**src/rtl/id_ex_stage.sv**
```systemverilog
// ID/EX pipeline stage: registers decoded operands with EX/MEM and MEM/WB forwarding
// behind a 2-entry (output + skid) buffer. Define ID_EX_SNOOP_EN to refresh held operands.
module id_ex_stage #(
   parameter int unsigned DW = 32,
   parameter int unsigned AW = 5
) (
   input  logic          CLK,
   input  logic          Reset,
   input  logic          Flush,
   input  logic          InValid,
   output logic          InReady,
   input  logic [2:0]    ALUOpIn,
   input  logic          ALUSrcB,
   input  logic [AW-1:0] RsAddr,
   input  logic [AW-1:0] RtAddr,
   input  logic [DW-1:0] RsData,
   input  logic [DW-1:0] RtData,
   input  logic [DW-1:0] Imm,
   input  logic [AW-1:0] RdAddrIn,
   input  logic          RegWriteIn,
   input  logic          ExMemRegWrite,
   input  logic [AW-1:0] ExMemRd,
   input  logic [DW-1:0] ExMemResult,
   input  logic          MemWbRegWrite,
   input  logic [AW-1:0] MemWbRd,
   input  logic [DW-1:0] MemWbData,
   output logic          OutValid,
   input  logic          OutReady,
   output logic [2:0]    ALUOp,
   output logic [DW-1:0] SrcDataA,
   output logic [DW-1:0] SrcDataB,
   output logic [DW-1:0] StoreData,
   output logic [AW-1:0] RdAddr,
   output logic          RegWrite
);

   localparam logic [1:0] EMPTY = 2'd0;
   localparam logic [1:0] ONE   = 2'd1;
   localparam logic [1:0] FULL  = 2'd2;

   typedef struct packed {
      logic [2:0]    op;
      logic [AW-1:0] rd;
      logic          wr;
      logic [DW-1:0] a;
      logic [DW-1:0] rt;
`ifdef ID_EX_SNOOP_EN
      logic          srcb;
      logic [AW-1:0] rs_addr;
      logic [AW-1:0] rt_addr;
      logic [DW-1:0] imm;
`else
      logic [DW-1:0] b;
`endif
   } entry_t;

   logic [1:0] state, state_nxt;
   logic       in_ready_q;
   entry_t     out_q, skid_q, out_nxt, skid_nxt, cap;
   logic       accept, pop;

   // EX/MEM beats MEM/WB; register 0 is never forwarded
   function automatic logic [DW-1:0] fwd(input logic [AW-1:0] src, input logic [DW-1:0] val);
      if (ExMemRegWrite && ExMemRd == src && src != '0)
         return ExMemResult;
      else if (MemWbRegWrite && MemWbRd == src && src != '0)
         return MemWbData;
      else
         return val;
   endfunction

   function automatic entry_t snoop(input entry_t e);
      entry_t r;
      r = e;
`ifdef ID_EX_SNOOP_EN
      r.a  = fwd(e.rs_addr, e.a);
      r.rt = fwd(e.rt_addr, e.rt);
`endif
      return r;
   endfunction

   always_comb begin
      accept    = InValid && in_ready_q;
      pop       = (state != EMPTY) && OutReady;
      cap       = '0;
      cap.op    = ALUOpIn;
      cap.rd    = RdAddrIn;
      cap.wr    = RegWriteIn;
      cap.a     = fwd(RsAddr, RsData);
      cap.rt    = fwd(RtAddr, RtData);
`ifdef ID_EX_SNOOP_EN
      cap.srcb    = ALUSrcB;
      cap.rs_addr = RsAddr;
      cap.rt_addr = RtAddr;
      cap.imm     = Imm;
`else
      cap.b = ALUSrcB ? Imm : cap.rt;
`endif
      state_nxt = state;
      out_nxt   = out_q;
      skid_nxt  = skid_q;
      case (state)
         EMPTY: begin
            if (accept) begin
               out_nxt   = cap;
               state_nxt = ONE;
            end
         end
         ONE: begin
            if (accept && pop) begin
               out_nxt = cap;
            end else if (accept) begin
               out_nxt   = snoop(out_q);
               skid_nxt  = cap;
               state_nxt = FULL;
            end else if (pop) begin
               state_nxt = EMPTY;
            end else begin
               out_nxt = snoop(out_q);
            end
         end
         FULL: begin
            if (pop) begin
               out_nxt   = snoop(skid_q);
               state_nxt = ONE;
            end else begin
               out_nxt  = snoop(out_q);
               skid_nxt = snoop(skid_q);
            end
         end
         default: state_nxt = EMPTY;
      endcase
      // flushed entries are dropped but the visible data holds its last value
      if (Flush) begin
         state_nxt = EMPTY;
         out_nxt   = out_q;
      end
   end

   always_ff @(posedge CLK or posedge Reset) begin
      if (Reset) begin
         state      <= EMPTY;
         in_ready_q <= 1'b1;
         out_q      <= '0;
         skid_q     <= '0;
      end else begin
         state      <= state_nxt;
         in_ready_q <= (state_nxt != FULL);
         out_q      <= out_nxt;
         skid_q     <= skid_nxt;
      end
   end

   assign InReady   = in_ready_q;
   assign OutValid  = (state != EMPTY);
   assign ALUOp     = out_q.op;
   assign SrcDataA  = out_q.a;
`ifdef ID_EX_SNOOP_EN
   assign SrcDataB  = out_q.srcb ? out_q.imm : out_q.rt;
`else
   assign SrcDataB  = out_q.b;
`endif
   assign StoreData = out_q.rt;
   assign RdAddr    = out_q.rd;
   assign RegWrite  = OutValid && out_q.wr;

endmodule

```
**config.mk**
```make
export PLATFORM = sky130hd
export DESIGN_NAME = id_ex_stage
export DESIGN_NICKNAME = d
export VERILOG_FILES = /design/src/rtl/id_ex_stage.sv
export SDC_FILE = /design/constraint.sdc
export NUM_CORES = 1
export LEC_CHECK = 0
export BUFFER_PORTS_ARGS = -buffer_cell sky130_fd_sc_hd__buf_2
export CAP_MARGIN = 20
export CORE_MARGIN = 8
export CORE_UTILIZATION = 30
export DETAILED_ROUTE_END_ITERATION = 10
export PLACE_DENSITY = 0.51
export SETUP_SLACK_MARGIN = 0.1
export SYNTH_ARGS = -nofsm -noshare
export SYNTH_HDL_FRONTEND = slang
export SYNTH_SLANG_ARGS = --single-unit
```
**constraint.sdc**
```tcl
create_clock -name CLK -period 9.95 [get_ports CLK]
set_input_delay 2.985 -clock CLK [delete_from_list [all_inputs] [get_ports CLK]]
set_output_delay 2.985 -clock CLK [all_outputs]
set_load 0.1 [all_outputs]
```
Yosys cells after proc, flatten, opt, wreduce, memory -nomap -nowiden
Index checks and enable logic that the tools add are counted.

cells by class
  equality and inequality tests = 10
  multiplexer cells = 16
  bitwise gates (word level) = 2
  reductions and logical operators = 19

operators with widths
  cell                  number
  $mux W105             3
  $pmux W105 S3         1
  $mux W32              5
  $eq A5 B5 Y1          4
  $logic_and A1 B1 Y1   12
  $mux W2               6
  $reduce_bool A5 Y1    2
  $ne A2 B2 Y1 const B  4
  $pmux W2 S3           1
  $reduce_and A5 Y1     1
  $reduce_and A3 Y1     1
  $reduce_bool A3 Y1    1
  $eq A2 B1 Y1 const B  1
  $eq A2 B2 Y1 const B  1
  $logic_not A2 Y1      1
  $not A1 Y1            2
  $reduce_bool A2 Y1    1

storage, ports and cells
  bits in registers = 213
  input port bits = 197
  output and inout port bits = 107
  logic and storage cells = 61

Logic depth before layout (Yosys ltp)
  depth in word-level cells = 8
  mapped depth = 9
  mapped depth without buffers = 5

Worst setup path before layout
No wires, ideal clock.

  path kind = register to output
  from = reg state[1]
  to = out RegWrite
  data arrival time = 1.709 ns
  setup slack = 5.256 ns
  cell stages (with the launch flop) = 3
  path buffers = 0
  cell sequence = dfrtp_1 or2_2 and2_1

on the way
  word-level cells in the longest chain between the ends = 2

RTL lines
  what                    RTL line  text
  start, declared         57        logic [1:0] state, state_nxt;
  start signal, assigned  147       state <= state_nxt;
  $reduce_bool A2 Y1      155       assign OutValid = (state != EMPTY);
  via OutValid            27        output logic OutValid,
  $logic_and A1 B1 Y1     165       assign RegWrite = OutValid && out_q.wr;
  end, declared           34        output logic RegWrite

The timed path passes the listed nets, and every way through them passes these cells.

Worst setup path after layout
  from = in Flush
  to = reg out_q (netlist bit SrcDataB[8])

on the way
  word-level cells in the longest chain between the ends = 2

RTL lines
  what                                RTL line  text
  start, declared                     9         input logic Flush,
  $not A1 Y1 (no source line)         --
  $reduce_and A5 Y1 (no source line)  --
  end signal, assigned                149       out_q <= out_nxt;
  end, declared                       59        entry_t out_q, skid_q, out_nxt, skid_nxt, cap;

Every way passes these cells.
A chain may end at the register's enable or synchronous reset.

==> flow_summary.json <==
{
  "postCtsResizedCells": 0,
  "start_util": 0.303,
  "hpwlAfterDp_um": 30500,
  "ys_warn_count": 0,
  "dr.pass1.iters": 5,
  "drv_cap": 0,
  "viasPerCell": 5.38,
  "grt_max_degree": 119,
  "hold_buffers": 0,
  "syn_inst": 1320,
  "cellPowerDensity_mw_per_mm2": 230,
  "cp_max_fo": 97,
  "clk_path_buf_depth": 3,
  "synth.net_count": 1517,
  "die_h_um": 221,
  "worst_path_max_delay_cell": "nand4bb_4",
  "fin_cells": 2010,
  "dp_cells": 1966,
  "rows": 75,
  "insertion_delay_ns": 0.54,
  "port-buffer-count": 303,
  "avgSynthCellArea_um2": 9.58,
  "wl_per_cell_um": 23.0,
  "async_flop_share": 1.00,
  "finalCritPeriodShare": 0.539,
  "status": "complete, no violations",
  "hold_viol": 0,
  "drt_iter0_markers": 962,
  "htree_levels": 1,
  "syn-cell-area_mm2": 0.0126,
  "wirelength_um": 46300,
  "gp_congestion": 0.813,
  "synth.distinct_cells": 43,
  "fin_nets": 1654,
  "clock-sinks": 213,
  "ys_ff_latch": 213,
  "layout-drive-gt1-share": 0.306,
  "nFillCells": 4307,
  "core_area_mm2": 0.0418,
  "worst_pin_slew_ns": 1.07,
  "ios": 304,
  "cts_setup_buffers": 0,
  "cts_tree": "done",
  "drc_errors": 0,
  "vias": 10800,
  "clock_skew_ns": 0.0140,
  "grt_pass1_wl_um": 70300,
  "finalSetupViolCount": 0,
  "final_max_slew_viol_count": 0,
  "cts_root_buf": "clkbuf_16",
  "ys_seq_area_frac": 0.422,
  "cp.arrival_ns": 5.80,
  "required_ns": 10.38,
  "path_class": "primary input to register",
  "synth_ff_type": "dfrtp_1",
  "total_power_uw": 3350,
  "numCtsBuffers": 27,
  "max_stage_delay_ns": 0.82,
  "synth_edf_count": 0,
  "ant_nets": 0,
  "setup_slack_ns": 4.58,
  "pre_cts_ws_ns": 4.05,
  "register_area_mm2": 0.00533,
  "cp_num_buf_inv": 2,
  "dieArea_mm2": 0.0490,
  "antenna_found_initial": 5,
  "path_cells": "buf_2 > nand4bb_4 > o31ai_4 > buf_4 > o22ai_1 > nand2b_1 > o32ai_1",
  "multiInputGateArea_mm2": 0.00604,
  "grt_setup_unrepaired": "false",
  "fin_setup_tns_ns": 0,
  "overflow": 0,
  "clkTransAtPathRegs_ns": 0.06,
  "ir_worst_vdd_v": 0.0000962,
  "relSlewSlack": 0.284,
  "fmax_mhz": 186,
  "critical-path-top-delay-family": "simple AND/OR/NAND/NOR gates",
  "grtUsageTotal": 0.181,
  "area_growth_pct": 14.9,
  "critPathLaunchType": "primary input",
  "holdCritPathClass": "register to register",
  "end_kind": "register",
  "fin_crit_ns": 5.37,
  "power_leakage_uw": 0.00611,
  "fp.dieW_um": 221,
  "grt_pass1_vias": 11100
}
==> cells by family after synthesis <==
| group | count (synthesis) | synth area share |
|---|---|---|
| flip-flops | 213 | 0.422 |
| AO/OA/AOI/OAI | 433 | 0.303 |
| AND/OR/NAND/NOR | 436 | 0.153 |
| XOR/XNOR | 20 | 0.0139 |
| multiplexers | 1 | 0.000792 |
| buffers and inverters | 217 | 0.107 |
==> registers in the layout, indices dropped and copies added, names as in the netlist <==
signal     flops
RdAddr         5
skid_q       105
StoreData     32
InReady        1
SrcDataA      32
state          2
out_q          1
ALUOp          3
SrcDataB      32
==> placed cells by master, fill, tap and decap left out, drive strengths merged, types with 4 or more instances in the layout <==
cell and n:
buf 321, nand2 243, dfrtp 212, o31ai 161, nor2 78, a21oi 65, o21ai 64, a221oi 64
clkbuf 38, and2 35, nand2b 34, o22ai 32, and3 32, o32ai 32, xnor2 12, a31oi 9
xor2 8, inv 4
==> through the flow <==
stage / hold slack, ns / cell area (um^2) / util
4_1_cts: 0.476 / 14500 / 0.348
3_5_place_dp: 0.462 / 13700 / 0.328
6_report: 0.472 / 14500 / 0.348
2_1_floorplan: 0.446 / 12600 / -
3_3_place_gp: 0.458 / 13700 / 0.328
5_1_grt: 0.494 / 14500 / 0.348
==> layer usage <==
layer  share of wire  up-vias  track usage
met5         0.00073        -            0
met4           0.023        6       0.0549
li1                -     4986            -
met1            0.44     5339        0.243
met3           0.066       73       0.0378
met2            0.47      401        0.291
==> cell type report <==
cell class	instances	area share
timing repair buffer	321	0.114
inverter	4	0.00155
sequential	213	0.367
antenna	1	0.000172
tap	539	0.0464
multi-input combinational	890	0.416
clock inverter	4	0.00362
clock buffer	38	0.0514
==> cells in the mapped netlist, drive strengths merged, types with 3 or more instances <==
cell type	n	share of area
xnor2	12	0.0083
nand2b	34	0.017
inv	4	0.0012
and3	32	0.016
a221oi	64	0.10
o32ai	32	0.030
clkbuf	76	0.023
nor2	78	0.023
or3	3	0.0015
a31oi	9	0.0045
nand2	243	0.072
a21oi	65	0.026
o31ai	161	0.096
o21ai	64	0.025
xor2	8	0.0055
and2	35	0.017
dfrtp	212	0.42
o22ai	32	0.016
buf	137	0.084
==> worst min-delay path, cell delays in order, from the launching register on <==
cell and delay (ns):
dfrtp_1 0.34, nand2_1 0.05, o31ai_1 0.05
==> path summary, 6_finish.rpt <==
| path | startpoint | endpoint | slack [ns] | cells after the start |
|---|---|---|---|---|
| worst max-delay path | Flush | SrcDataB[8]$_DFFE_PP0P_ | 4.58 | 7 |
| worst min-delay path | skid_q[50]$_DFFE_PP0P_ | skid_q[50]$_DFFE_PP0P_ | 0.47 | 2 |
| worst max register to register | state[0]$_DFF_PP0_ | SrcDataB[8]$_DFFE_PP0P_ | 6.70 | 6 |
| worst min register to register | skid_q[50]$_DFFE_PP0P_ | skid_q[50]$_DFFE_PP0P_ | 0.47 | 2 |
| max in group asynchronous | Reset | StoreData[26]$_DFFE_PP0P_ | 5.99 | 3 |
| min in group asynchronous | Reset | RdAddr[2]$_DFFE_PP0P_ | 2.64 | 2 |
==> power breakdown <==
| part | total (uW) | internal (uW) | switching (uW) | leakage [uW] |
|---|---|---|---|---|
| clock network | 917 | 541 | 376 | 0.000390 |
| registers | 1190 | 1070 | 118 | 0.00252 |
| logic | 1240 | 269 | 968 | 0.00321 |
| total | 3350 | 1880 | 1460 | 0.00611 |
Power figures use the tool's default switching activity.
